<file path="config.mk">
export PLATFORM = sky130hd
export DESIGN_NAME = spi_sclk_cs_gen
export DESIGN_NICKNAME = d
export VERILOG_FILES = /design/src/rtl/spi_sclk_cs_gen.sv
export SDC_FILE = /design/constraint.sdc
export NUM_CORES = 1
export LEC_CHECK = 0
export ABC_AREA = 1
export CORE_ASPECT_RATIO = 0.6
export CORE_MARGIN = 2
export CORE_UTILIZATION = 62
export CTS_BUF_LIST = sky130_fd_sc_hd__clkbuf_2 sky130_fd_sc_hd__clkbuf_4 sky130_fd_sc_hd__clkbuf_8
export DETAILED_ROUTE_END_ITERATION = 6
export PLACE_DENSITY = 0.95
export SYNTH_ARGS = -nofsm -noshare
export SYNTH_HDL_FRONTEND = slang
export SYNTH_SLANG_ARGS = --single-unit
</file>
<file path="constraint.sdc">
create_clock -name clk -period 3.5 [get_ports clk]
set_clock_uncertainty 0.15 [all_clocks]
set_input_delay 0.35 -clock clk [delete_from_list [all_inputs] [get_ports clk]]
set_output_delay 0.35 -clock clk [all_outputs]
set_load 0.005 [all_outputs]
</file>
<file path="src/rtl/spi_sclk_cs_gen.sv">
// SPI master serial-clock and chip-select generator with CPOL/CPHA modes,
// programmable half-period, start/busy/done handshake, abort and datapath strobes.
module spi_sclk_cs_gen #(
   parameter int unsigned FRAME_BITS = 16,
   parameter int unsigned DIV_W      = 8,
   parameter int unsigned NUM_CS     = 1,
   localparam int unsigned CNT_W     = $clog2(FRAME_BITS + 1),
   localparam int unsigned SEL_W     = (NUM_CS > 1) ? $clog2(NUM_CS) : 1
) (
   input  logic              clk,
   input  logic              rst,
   input  logic              start,
   input  logic              abort,
   input  logic              cpol,
   input  logic              cpha,
   input  logic [DIV_W-1:0]  div,
   input  logic [SEL_W-1:0]  cs_sel,
   output logic              busy,
   output logic              done,
   output logic              dclk,
   output logic [NUM_CS-1:0] cs_n,
   output logic              launch_stb,
   output logic              sample_stb,
   output logic [CNT_W-1:0]  cnt
);

   localparam int unsigned HP_W = (2 * FRAME_BITS > 1) ? $clog2(2 * FRAME_BITS) : 1;
   localparam logic [HP_W-1:0]  HP_LAST   = HP_W'(2 * FRAME_BITS - 1);
   localparam logic [CNT_W-1:0] CNT_FULL  = CNT_W'(FRAME_BITS);

   typedef enum logic [1:0] {IDLE, LEAD, XFER, TRAIL} state_t;

   state_t            state;
   logic              cpol_l;
   logic              cpha_l;
   logic [DIV_W-1:0]  div_l;
   logic [DIV_W-1:0]  dc;
   logic [HP_W-1:0]   hp;

   logic              edge_nxt;
   logic [HP_W-1:0]   eidx;
   logic              lead_e;
   logic              trail_e;
   logic              samp_nxt;
   logic              launch_nxt;

   // dc counts down to 0 over each H-cycle segment. The dclk register must show
   // the new level in the last cycle of a half-period, so the toggle is decided
   // one cycle ahead: when dc is about to reach 0 inside XFER, or when a new
   // half-period of length 1 (div=0) is about to begin.
   always_comb begin
      edge_nxt = 1'b0;
      eidx     = hp;
      case (state)
         LEAD: begin
            eidx     = '0;
            edge_nxt = (dc == '0) && (div_l == '0);
         end
         XFER: begin
            if (dc == DIV_W'(1)) begin
               edge_nxt = 1'b1;
            end else if ((dc == '0) && (div_l == '0) && (hp != HP_LAST)) begin
               edge_nxt = 1'b1;
               eidx     = hp + HP_W'(1);
            end
         end
         default: ;
      endcase
   end

   // Even half-period index -> odd toggle number -> leading edge.
   assign lead_e     = edge_nxt & ~eidx[0];
   assign trail_e    = edge_nxt &  eidx[0];
   assign samp_nxt   = cpha_l ? trail_e : lead_e;
   assign launch_nxt = cpha_l ? lead_e  : (trail_e && (eidx != HP_LAST));

   always_ff @(posedge clk) begin
      if (rst) begin
         state      <= IDLE;
         cpol_l     <= 1'b1;
         cpha_l     <= 1'b0;
         div_l      <= '0;
         dc         <= '0;
         hp         <= '0;
         busy       <= 1'b0;
         done       <= 1'b0;
         dclk       <= 1'b1;
         cs_n       <= '1;
         launch_stb <= 1'b0;
         sample_stb <= 1'b0;
         cnt        <= '0;
      end else begin
         done       <= 1'b0;
         launch_stb <= 1'b0;
         sample_stb <= 1'b0;
         case (state)
            IDLE: begin
               dclk <= cpol;
               if (start) begin
                  state      <= LEAD;
                  cpol_l     <= cpol;
                  cpha_l     <= cpha;
                  div_l      <= div;
                  dc         <= div;
                  hp         <= '0;
                  busy       <= 1'b1;
                  cnt        <= '0;
                  launch_stb <= ~cpha;
                  for (int unsigned i = 0; i < NUM_CS; i++) begin
                     cs_n[i] <= (32'(cs_sel) != i);
                  end
               end else begin
                  cs_n <= '1;
               end
            end
            default: begin
               if (abort) begin
                  state <= IDLE;
                  busy  <= 1'b0;
                  cs_n  <= '1;
                  dclk  <= cpol_l;
               end else begin
                  if (edge_nxt) begin
                     dclk       <= ~dclk;
                     launch_stb <= launch_nxt;
                     sample_stb <= samp_nxt;
                     if (samp_nxt && (cnt != CNT_FULL)) begin
                        cnt <= cnt + CNT_W'(1);
                     end
                  end
                  if (dc == '0) begin
                     dc <= div_l;
                     case (state)
                        LEAD: begin
                           state <= XFER;
                           hp    <= '0;
                        end
                        XFER: begin
                           if (hp == HP_LAST) begin
                              state <= TRAIL;
                           end else begin
                              hp <= hp + HP_W'(1);
                           end
                        end
                        default: begin
                           state <= IDLE;
                           busy  <= 1'b0;
                           cs_n  <= '1;
                           done  <= 1'b1;
                        end
                     endcase
                  end else begin
                     dc <= dc - DIV_W'(1);
                  end
               end
            end
         endcase
      end
   end

endmodule

</file>
* Yosys cells after proc, flatten, opt, wreduce, memory -nomap -nowiden *
Index checks and enable logic that the tools add are counted.

word-level totals
  bits of input ports = 15
  bits in registers = 36
  output and inout bits = 11

operators by class
  add/subtract/negate cells = 3
  equality and inequality tests = 12
  multiplexer cells = 46
  bitwise gates (word level) = 7
  reduce and logical (&&, ||, !) cells = 23

operators by type and width
  operator             count
  $mux 5               11
  $mux 8               4
  $mux 1               22
  $pmux 5 s2           2
  $logic_not 8->1      2
  $ne 5x5->1 const B   3
  $add 5x1->5 const B  2
  $mux 2               5
  $reduce_bool 3->1    3
  $eq 8x1->1 const B   1
  $reduce_or 4->1      2
  $sub 8x1->8 const B  1
  $reduce_and 2->1     3
  $reduce_and 3->1     2
  $reduce_bool 2->1    3
  $eq 5x5->1 const B   1
  $not 1->1            5
  $reduce_and 5->1     1
  $logic_and 1x1->1    4
  $ne 4x4->1 const B   1
  $pmux 2 s2           1
  $reduce_and 4->1     1
  $ne 3x1->1 const B   1
  $ne 3x3->1 const B   1
  8 further kinds      9

* Longest topological paths before layout *
  depth after elaboration = 14
  mapped depth = 17
  mapped depth without buffers = 17

* Worst setup path before layout *
Ideal clock, no wire load.

  path type = flip-flop to flip-flop
  start = reg state[0]
  end = reg dc[4]
  period minus slack after synthesis = 2.094 ns
  slack = 1.406 ns
  buffers on the path = 2
  arrival time = 1.817 ns
  required time = 3.223 ns
  library setup time = 0.127 ns
  cell stages (with the launch flop) = 11
  cell sequence = dfxtp_1 inv_1 ha_1 clkbuf_1 nand2_2 clkinv_1 nor2_1 inv_1 clkbuf_1 o21ai_0 a21oi_1

between the ends
  cells in the longest elaborated chain, start to end = 3

ends and longest elaborated chain
  item                                                line  source
  from (decl)                                         33    state_t state;
  from (signal assigned)                              79    state <= IDLE;
  from (signal assigned)                              100   state <= LEAD;
  from (signal assigned)                              118   state <= IDLE;
  $logic_not 2->1 *                                   96    case (state)
  $ne 2x1->1 (no line) or $ne 2x2->1 (tied branches)  --
  $reduce_and 2->1 (no line)                          --
  to (signal assigned)                                104   dc <= div;
  to (signal assigned)                                132   dc <= div_l;
  to (signal assigned)                                153   dc <= dc - DIV_W'(1);
  to (decl)                                           37    logic [DIV_W-1:0] dc;

Every way passes the cells marked *; elsewhere a longest branch is shown, timed or not.
A chain may end at the register's enable or synchronous reset.

* Worst setup path in the final report *
  start = reg state[0]
  end = reg state[0]

between the ends
  cells in the longest elaborated chain, start to end = 5

ends and longest elaborated chain
  item                                      line  source
  $eq 2x2->1 or $eq 2x1->1 (tied branches)  133   case (state)
  $pmux 2 s2                                133
  $mux 2                                    131   if (dc == '0) begin
  $mux 2                                    117   if (abort) begin
  $mux 2                                    96

Several ways; a longest one is shown, not always the timed one. The select of a mux whose other input is x is not followed.

==> impl_metrics.json <==
{
  "cp-end-kind": "flip-flop",
  "critical-path-max-stage-delay_ns": 0.45,
  "status": "finished, final reports clean",
  "netlist_area_sq_um": 2054,
  "internal_power_uw": 1081,
  "drt-initial-drc-count": 197,
  "max-clock-path-buffers": 2,
  "h-tree-depth": 2,
  "cp-start-kind": "flip-flop",
  "rsz0062_at_grt": "no",
  "synth_top_area_frac": 0.3508,
  "grt.busiest_layer": "met2",
  "synth_warnings": 0,
  "drt-pass1-iter-count": 4,
  "grt_pass1_wl_microns": 8721,
  "insertion_delay_ns": 0.30,
  "min-delay-start": "cpol_l",
  "io_pins": 26,
  "num-nets-final": 334,
  "drive_gt1_frac": 0.09091,
  "row_count": 16,
  "p_per_area_nw_per_um2": 813.4,
  "cts_root_buf": "clkbuf_8",
  "cts_made_buffers": 5,
  "initial_core_util": 0.6414,
  "cp.required_ns": 3.55,
  "postCtsSetupBuffers": 0,
  "synth_seq_area_share": 0.3508,
  "nFillCells": 240,
  "whs_path_depth": 2,
  "globalplace.congestion": 0.9192,
  "setup_viol_count_final": 0,
  "ir_drop_mv": 0.5014,
  "finalWirelength_microns": 5072,
  "yosys_register_bits": 36,
  "synth_area_leaders": "dfxtp_1, nand2_1, ha_1",
  "dp.final_hpwl_microns": 3754,
  "route.detailed.wl_per_inst_microns": 14.37,
  "multi_input_area_sq_um": 1192,
  "fin_setup_tns_ns": 0,
  "grt.overflow.total": 0,
  "cp_top_family": "compound AO/OA/AOI/OAI gates",
  "worst-r2r-setup-slack_ns": 0.99,
  "path_class": "flip-flop to flip-flop",
  "cts_sinks": 36,
  "post-route-period-util": 0.7175,
  "layout_commonest_cell": "nand2_1",
  "die_height_microns": 48.59,
  "grtUsageTotal": 0.2929,
  "via_per_inst": 5.796,
  "cp_slowest_cell": "nor2_1",
  "syn2layout_area_growth_pct": 19.31,
  "netlist_instances": 282,
  "core-area_sq_um": 3203,
  "hold_path.class": "flip-flop to flip-flop",
  "leakagePower_uw": 0.0009578,
  "cts_tree": "yes",
  "slew_headroom": 0.5797,
  "r2r_cells": 8,
  "pre_cts_ws_ns": 1.095,
  "max_clock_freq_mhz": 398.2,
  "comb_power_share": 0.504,
  "grt_pass1_vias": 1893,
  "mostFrequentLayoutCells": "nand2_1, dfxtp_1, o21ai_0",
  "met3_usage": 0.08955,
  "r2r-start": "state[0]",
  "power_switching_uw": 912.6,
  "worst-path-buf-inv": 2,
  "postRouteAntennaNets": 0,
  "synth_area_leader_cell": "dfxtp_1",
  "io_buffers": 25,
  "cp_cell_sequence": "inv_1, ha_1, nor2_1, inv_1, o22ai_1, a31o_2, a211oi_1, a211oi_1",
  "grtUsageMet1": 0.4190,
  "finalHoldViolCount": 0,
  "seqPwrFrac": 0.310,
  "worst_pin_slew_ns": 0.6305,
  "antenna_cells": 0,
  "final_max_slew_viol_count": 0,
  "fin_ws_ns": 0.9889,
  "min_period_ns": 2.511,
  "cts.reportedPaths.clkPinSlew_ns": 0.07,
  "antenna_found_initial": 0,
  "cts_resized": 0,
  "regArea_sq_um": 720.7,
  "crit_cells": 8,
  "grt_max_degree": 20,
  "avgSynthCellArea_sq_um": 7.285,
  "use_met2": 0.4210,
  "vias": 2046,
  "maxCapViolCount": 0,
  "drc": 0,
  "clkPwrFrac": 0.187,
  "die_w_microns": 78.32,
  "cp_max_fo": 17,
  "die_area_sq_um": 3805,
  "synth_nets": 309,
  "synth_cell_types": 34,
  "netSwitchingFraction": 0.4577,
  "r2r-end": "state[0]",
  "arrival_ns": 2.56,
  "holdPathEnd": "cpol_l",
  "cts-hold-fix-buffers": 0
}
-- cell type report --
type / count / share of cell area
clock buffers: 5 / 0.02808
clock inverters: 3 / 0.01736
inverters: 28 / 0.04288
multi-input cells: 209 / 0.4865
flip-flops and latches: 36 / 0.2940
well taps: 45 / 0.02297
repair buffers: 27 / 0.1082
-- flip-flops by register name, indices dropped and copies added (netlist names) --
name,count
state,2
cpol_l,1
dclk,1
cnt,5
launch_stb,1
cpha_l,1
busy,1
dc,8
sample_stb,1
hp,5
cs_n,1
done,1
div_l,8
-- power groups by stage --
| stage | clock [uW] | sequential, uW | combinational [uW] |
|---|---|---|---|
| 3_3_place_gp | 0 | 618 | 953 |
| 3_5_place_dp | 0 | 621 | 974 |
| 2_1_floorplan | 0 | 603 | 751 |
| 5_1_grt | 389 | 631 | 1130 |
| 6_report | 373 | 617 | 1000 |
| 4_1_cts | 373 | 614 | 978 |
-- routing by layer --
metal | vias up | wire length [microns]
li1 | 1007 | -
met1 | 939 | 2432
met2 | 91 | 2051
met3 | 9 | 525
met4 | 0 | 62
met5 | - | 0
-- worst max-delay path by stage --
stage | slack [ns] | endpoint | startpoint
final | 0.99 | state[0] | state[0]
after global routing | 0.80 | dc[3] | state[1]
after CTS | 1.08 | state[0] | state[0]
after detailed placement | 1.09 | state[0] | state[0]
after global placement | 1.11 | state[0] | state[1]
after floorplan | 1.41 | dc[4] | state[0]
-- cell usage after synthesis --
master	count
a211oi_1	6
a21oi_1	26
a21oi_2	3
a221o_1	1
a31o_2	1
a31oi_1	3
buf_2	2
clkbuf_1	7
clkinv_1	3
dfxtp_1	36
ha_1	12
inv_1	25
nand2_1	46
nand2_2	6
nand3_1	20
nand3_2	1
nand3_4	1
nand4_1	5
nor2_1	26
nor2_2	2
nor2_4	2
nor3_1	1
nor3b_1	1
nor4_1	1
o211ai_1	4
o21ai_0	27
o21ai_1	1
o21bai_4	1
o221ai_1	1
o22ai_1	3
o31ai_1	1
or2_2	1
xnor2_1	3
xor2_1	3
-- through the flow --
stage | cells | hold slack [ns] | total power, uW | area [sq um] | util
after global routing | 353 | 0.3614 | 2148 | 2451 | 0.7652
after detailed placement | 345 | 0.3175 | 1595 | 2340 | 0.7305
after floorplan | 282 | 0.2918 | 1354 | 2054 | -
final | 353 | 0.3383 | 1994 | 2451 | 0.7652
after global placement | 345 | 0.3051 | 1570 | 2340 | 0.7305
after CTS | 353 | 0.3395 | 1965 | 2451 | 0.7652
-- worst register-to-register path: cells and delay by family, from the launching register on --
kind            cells  cell delay, ns
compound gates      4            0.75
fa+ha+maj           1            0.43
buf+inv             2            0.28
flops               1            0.36
simple gates        1            0.45
-- kinds of logic after synthesis --
logic type	count (synthesis)	synth area share
AND/OR/NAND/NOR	113	0.2564
AO/OA/AOI/OAI	78	0.2253
buffers and inverters	37	0.06882
flip-flops	36	0.3508
adder cells (fa/ha/maj)	12	0.07308
XOR/XNOR	6	0.02558
Power figures use the tool's default switching activity.
